`config.mk`:
```
export PLATFORM = sky130hd
export DESIGN_NAME = spi_lfsr_master
export DESIGN_NICKNAME = d
export VERILOG_FILES = /design/src/rtl/spi_lfsr_master.sv
export SDC_FILE = /design/constraint.sdc
export NUM_CORES = 1
export LEC_CHECK = 0
export ABC_CLOCK_PERIOD_IN_PS = 2820
export BUFFER_PORTS_ARGS = -buffer_cell sky130_fd_sc_hd__buf_2
export CORE_ASPECT_RATIO = 1.5
export CORE_MARGIN = 4
export CORE_UTILIZATION = 30
export CTS_BUF_LIST = sky130_fd_sc_hd__clkbuf_16
export DETAILED_ROUTE_END_ITERATION = 6
export MAX_ROUTING_LAYER = met4
export REMOVE_ABC_BUFFERS = 1
export SLEW_MARGIN = 20
export SYNTH_ARGS = -nofsm -noshare
export SYNTH_HDL_FRONTEND = slang
export SYNTH_SLANG_ARGS = --single-unit
```
`constraint.sdc`:
```
create_clock -name clk -period 2.82 [get_ports clk]
set_clock_uncertainty 0.05 [all_clocks]
set_input_delay 0.282 -clock clk [delete_from_list [all_inputs] [get_ports clk]]
set_output_delay 0.282 -clock clk [all_outputs]
set_load 0.05 [all_outputs]
```
`src/rtl/spi_lfsr_master.sv`:
```
// spi_lfsr_master: SPI mode-0 master, one byte per transaction MSB first, received byte on valid/ready
module spi_lfsr_master #(
  parameter int CLK_DIV = 4,
  parameter int CS_GAP  = 2
) (
  input  logic       clk,
  input  logic       rst_n,
  input  logic       start,
  input  logic [7:0] tx_data,
  output logic       busy,
  output logic [7:0] rx_data,
  output logic       rx_valid,
  input  logic       rx_ready,
  output logic       overrun,
  output logic       cs,
  output logic       sclk,
  output logic       mosi,
  input  logic       miso
);
  localparam int GW = $clog2(CS_GAP + 1);
  typedef enum logic [2:0] {IDLE, SETUP, SHIFT, HOLD, GAP} state_t;
  state_t state_q, state_d;
  logic [7:0] div_q, div_d, tx_q, tx_d, rx_sh_q, rx_sh_d, rx_data_q, rx_data_d;
  logic [2:0] bit_q, bit_d;
  logic [GW-1:0] gap_q, gap_d;
  logic cs_q, cs_d, sclk_q, sclk_d, mosi_q, mosi_d, rx_valid_q, rx_valid_d, overrun_q, overrun_d;
  logic done, div_end;
  assign div_end = div_q == 8'(CLK_DIV - 1);
  always_comb begin
    state_d = state_q;
    div_d = div_q;
    tx_d = tx_q;
    rx_sh_d = rx_sh_q;
    bit_d = bit_q;
    gap_d = gap_q;
    cs_d = cs_q;
    sclk_d = sclk_q;
    mosi_d = mosi_q;
    done = 1'b0;
    case (state_q)
      IDLE: if (start) begin
        state_d = SETUP;
        tx_d = tx_data;
        mosi_d = tx_data[7];
        cs_d = 1'b0;
        div_d = '0;
        bit_d = '0;
      end
      SETUP: begin
        div_d = div_end ? 8'd0 : div_q + 8'd1;
        state_d = div_end ? SHIFT : SETUP;
      end
      SHIFT: begin
        div_d = div_end ? 8'd0 : div_q + 8'd1;
        if (div_end && !sclk_q) begin
          sclk_d = 1'b1;
          rx_sh_d = {rx_sh_q[6:0], miso};
        end
        if (div_end && sclk_q) begin
          sclk_d = 1'b0;
          if (bit_q == 3'd7) state_d = HOLD;
          else begin
            bit_d = bit_q + 3'd1;
            tx_d = {tx_q[6:0], 1'b0};
            mosi_d = tx_q[6];
          end
        end
      end
      HOLD: begin
        div_d = div_end ? 8'd0 : div_q + 8'd1;
        if (div_end) begin
          state_d = GAP;
          cs_d = 1'b1;
          gap_d = '0;
          done = 1'b1;
        end
      end
      GAP: begin
        gap_d = gap_q + GW'(1);
        state_d = (gap_q == GW'(CS_GAP - 1)) ? IDLE : GAP;
      end
      default: state_d = IDLE;
    endcase
    rx_data_d = done ? rx_sh_q : rx_data_q;
    rx_valid_d = done | (rx_valid_q & ~rx_ready);
    overrun_d = overrun_q | (done & rx_valid_q & ~rx_ready);
  end
  always_ff @(posedge clk or negedge rst_n) begin
    if (!rst_n) begin
      state_q <= IDLE;
      div_q <= '0;
      tx_q <= '0;
      rx_sh_q <= '0;
      rx_data_q <= '0;
      bit_q <= '0;
      gap_q <= '0;
      cs_q <= 1'b1;
      sclk_q <= 1'b0;
      mosi_q <= 1'b0;
      rx_valid_q <= 1'b0;
      overrun_q <= 1'b0;
    end else begin
      state_q <= state_d;
      div_q <= div_d;
      tx_q <= tx_d;
      rx_sh_q <= rx_sh_d;
      rx_data_q <= rx_data_d;
      bit_q <= bit_d;
      gap_q <= gap_d;
      cs_q <= cs_d;
      sclk_q <= sclk_d;
      mosi_q <= mosi_d;
      rx_valid_q <= rx_valid_d;
      overrun_q <= overrun_d;
    end
  end
  assign busy = state_q != IDLE;
  assign rx_data = rx_data_q;
  assign rx_valid = rx_valid_q;
  assign overrun = overrun_q;
  assign cs = cs_q;
  assign sclk = sclk_q;
  assign mosi = mosi_q;
endmodule

```
* Word level (Yosys, flattened, before mapping)
Cells that the tools add are included.
** Storage, ports and cells
- Word-level logic and storage cells :: 82
- Input port bits :: 13
- Register bits after elaboration :: 44
** Operators by class
- $add $sub $neg :: 3
- Reductions and logical operators :: 18
- Eq/ne operators :: 12
- Mux-type cells :: 31
- Bitwise logic cells :: 6
** Operators by type and width (number)
- $mux W3 :: 8
- $mux W7 :: 3
- $mux W8 :: 2
- $pmux W8 S2 :: 1
- $pmux W3 S5 :: 1
- $pmux W7 S2 :: 1
- $ne A2 B2 Y1 const B :: 5
- $reduce_bool A2 Y1 :: 5
- $mux W1 :: 9
- $add A8 B1 Y8 const B :: 1
- $eq A8 B2 Y1 const B :: 1
- $reduce_and A2 Y1 :: 4
- $reduce_and A4 Y1 :: 2
- $eq A3 B2 Y1 const B :: 2
- $eq A3 B3 Y1 const B :: 2
- $pmux W3 S2 :: 1
- $mux W2 :: 2
- $pmux W1 S2 :: 2
- $pmux W2 S2 :: 1
- $add A3 B1 Y3 const B :: 1
- $and A1 B1 Y1 :: 3
- $eq A3 B1 Y1 const B :: 1
- $logic_not A3 Y1 :: 1
- $reduce_and A3 Y1 :: 1
- 8 further kinds :: 10

* Longest topological paths before layout
- Word-level depth :: 6
- Mapped depth :: 6
- Depth with buffers taken out :: 5

* Worst setup path after synthesis
Ideal clock, no wire load.
- Path type :: reg-to-reg
- Start point :: register div_q[0]
- End point :: register bit_q[1]
- Stages on the path, launching flop included :: 7
- Library setup time :: 0.125 ns
- Clock period less this slack :: 2.021 ns
- Required time :: 2.645 ns
- Slack :: 0.799 ns
- Arrival :: 1.846 ns
- Path buffers :: 1
- Cells stage by stage :: dfrtp_1 -> ha_1 -> nor4b_4 -> nand2_2 -> o31ai_1 -> buf_4 -> mux2_2
** Between the ends
- Longest elaborated chain between the ends :: 4
** Ends and longest elaborated chain
- start, declared :: line 23 : logic [7:0] div_q, div_d, tx_q, tx_d, rx_sh_q, rx_sh_d, rx_data_q, rx_data_d;
- start signal, assigned :: line 104 : div_q <= div_d;
- $eq A8 B2 Y1 :: line 28 : assign div_end = div_q == 8'(CLK_DIV - 1);
- $logic_and A1 B1 Y1 :: line 59 : if (div_end && sclk_q) begin
- $ne A2 B2 Y1 (no line)
- $reduce_and A4 Y1 (no line)
- end signal, assigned :: line 108 : bit_q <= bit_d;
- end, declared :: line 24 : logic [2:0] bit_q, bit_d;
Every way passes these cells.
A chain may end at the register's enable or synchronous reset.

* Worst setup path after layout
- Start point :: register div_q[1]
- End point :: register rx_sh_q[4]
** Between the ends
- Longest elaborated chain between the ends :: 3
** Ends and longest elaborated chain
- $eq A8 B2 Y1 :: line 28
- $logic_and A1 B1 Y1 :: line 55 : if (div_end && !sclk_q) begin
- $reduce_and A2 Y1 (no line)
- end signal, assigned :: line 106 : rx_sh_q <= rx_sh_d;
- end, declared :: line 23
Every way passes these cells.

==> results.py <==
metrics = {
    "job": {
        "maxCapViolCount": 0,
    },
    "floorplanning": {
        "dieWidth_um": 75.3,
        "ioPinCount": 27,
        "rows": 36,
        "core_um2": 6580,
        "die_h_um": 109,
        "dieArea_um2": 8210,
        "initial_core_util": 0.310,
    },
    "synth": {
        "synth_xor_area_frac": 0.0129,
        "syn_area_per_cell_um2": 12.7,
        "synth.distinct_cells": 37,
        "synthTopCellsByArea": "dfrtp_1 53%, mux2_2 15%, mux2_4 5.9%, ha_1 2.5%, o21ai_0 2.5%",
        "ys_ff_latch": 44,
        "synth-simple-area-share": 0.113,
        "synthCells": 161,
        "syn_area_um2": 2040,
        "yosysWarnings": 0,
        "synth_top_area_frac": 0.528,
        "synthMuxAreaShare": 0.213,
        "yosys.area_share.adder": 0.0245,
        "synth_largest_area_cell": "dfrtp_1",
        "synth_compound_area_frac": 0.0699,
        "synth_top_family_by_area": "multiplexers",
        "ys_seq_area_frac": 0.540,
    },
    "critical_path": {
        "worstSetupStartpointType": "flip-flop",
        "critPathMaxFanout": 8,
        "critPathRequiredTime_ns": 2.93,
        "path_class": "flip-flop to flip-flop",
        "cp-end-kind": "flip-flop",
        "worstPathArrival_ns": 2.44,
    },
    "sta": {
        "min_period_ns": 2.33,
        "slew_headroom": 0.630,
        "tightestPinTransition_ns": 0.554,
        "finalHoldViolCount": 0,
        "max_freq_mhz": 429,
        "maxSlewViolCount": 0,
        "fin_ws_ns": 0.488,
        "rsz0062_at_grt": "false",
        "finalCritPeriodShare": 0.827,
        "setup_viol": 0,
        "setup-tns-final_ns": 0,
        "whs_ns": 0.184,
    },
    "pwr": {
        "total_power_mw": 1.31,
        "p_per_area_nw_per_um2": 535,
        "irDropWorstVdd_mv": 0.379,
        "leakage_nw": 1.24,
    },
    "placement": {
        "dpl_cell_area_um2": 2270,
        "dp.cells": 261,
        "place_ws_ns": 0.525,
        "port_buffers": 26,
        "place_congestion": 0.832,
        "dp.final_hpwl_um": 2600,
    },
    "finish": {
        "final_common_cell": "dfrtp_1",
        "antennaDiodeCount": 0,
        "layout_common_cells": "43 x dfrtp_1, 27 x mux2_2, 25 x buf_2, 12 x nand2_1, 10 x o21ai_0",
        "regArea_um2": 1100,
        "fin_nets": 210,
        "multi_input_area_um2": 888,
        "finalInstanceArea_um2": 2450,
        "final_cells": 270,
        "drive_above_1_share": 0.428,
        "finish.utilization": 0.372,
        "num-fill-cells": 644,
        "area_delta_synth_final_pct": 20.1,
    },
    "cts": {
        "clk_latency_ns": 0.28,
        "clkTransAtPathRegs_ns": 0.06,
        "cts_sinks": 44,
        "cts_tree": "built",
        "holdBufCountCts": 0,
        "cts_resized": 0,
        "cts_root_buf": "clkbuf_16",
        "cts_made_buffers": 5,
        "cts_max_path_buffers": 2,
        "cts_setup_buffers": 0,
        "htreeDepth": 2,
    },
    "grt": {
        "grt_usage": 0.100,
        "antenna_found_initial": 0,
        "grt-ovfl-total": 0,
        "grt_pass1_vias": 1334,
        "grt_max_degree": 45,
        "grt_pass1_wl_um": 6270,
    },
    "routing": {
        "drt_iter0_markers": 31,
        "wl_per_cell_um": 13.8,
        "drtPass1Iterations": 4,
        "drc": 0,
        "via_per_inst": 4.81,
        "vias": 1299,
        "drt-total-wl_um": 3730,
        "ant_nets": 0,
    },
    "worst_hold_path": {
        "hp-class": "primary input to flip-flop",
    },
    "status": {
        "status": "finished, final reports clean",
    },
}
## kinds of logic (layout without fill, tap and decap cells)
group	count (synthesis)	after routing
compound gates	21	21
xor+xnor	3	3
fa+ha+maj	4	4
buf+inv	11	44
flops	44	44
mux	36	36
simple gates	42	42
## flip-flops by register name, indices dropped and copies added, names as in the netlist
signal and cells:
bit_q 3, cs 1, div_q 8, gap_q 2
mosi 1, overrun 1, rx_data 8, rx_sh_q 8
rx_valid 1, sclk 1, state_q 3, tx_q 7
## critical path, stage by stage, from the launching register on
cell	delay [ns]
dfrtp_1	0.38
ha_1	0.22
nor4b_4	0.44
nand2_2	0.15
or3_1	0.60
mux2_4	0.38
## cells in the mapped netlist (all sizes together)
| master | count |
|---|---|
| ha | 4 |
| or3 | 1 |
| or2 | 1 |
| xor2 | 1 |
| nor2b | 1 |
| a22o | 3 |
| nand4 | 2 |
| mux2i | 1 |
| nor3 | 2 |
| a21boi | 1 |
| and2 | 1 |
| nor2 | 7 |
| or3b | 1 |
| dfstp | 1 |
| buf | 2 |
| a31oi | 1 |
| inv | 4 |
| mux2 | 35 |
| and3 | 4 |
| nand2 | 13 |
| nand3 | 7 |
| nand2b | 1 |
| a21o | 1 |
| o21bai | 1 |
| a2111oi | 2 |
| a211oi | 1 |
| nor4b | 1 |
| o21ai | 10 |
| clkbuf | 5 |
| xnor2 | 2 |
| o31ai | 1 |
| dfrtp | 43 |
## metal layers
layer  vias up  GRT usage  wire, µm
met3         7     0.0203       121
met4         0     0.0338        67
met2        19      0.153      1840
li1        635          -         -
met5         -          -         0
met1       638      0.133      1700
## cell type report
cell class / instances / area share
Clock buffer: 5 / 0.0511
Clock inverter: 3 / 0.0174
Inverter: 4 / 0.00613
Multi-Input combinational cell: 106 / 0.363
Sequential cell: 44 / 0.450
Tap cell: 76 / 0.0388
Timing Repair Buffer: 32 / 0.0736
## report_power, final
| part | internal, mW | switching (mW) |
|---|---|---|
| logic | 0.0125 | 0.0160 |
| clock network | 0.416 | 0.233 |
| registers | 0.632 | 0.000592 |
## final timing paths
check / start / endpoint / slack [ns] / cells past startpoint
min in group asynchronous: rst_n / div_q[5] / 0.49 / 2
max in group asynchronous: rst_n / state_q[0] / 1.84 / 2
min: miso / rx_sh_q[0] / 0.18 / 2
min reg2reg: cs / cs / 0.42 / 2
max reg2reg: div_q[1] / rx_sh_q[4] / 0.49 / 5
max: div_q[1] / rx_sh_q[4] / 0.49 / 5
Power figures use the tool's default switching activity.
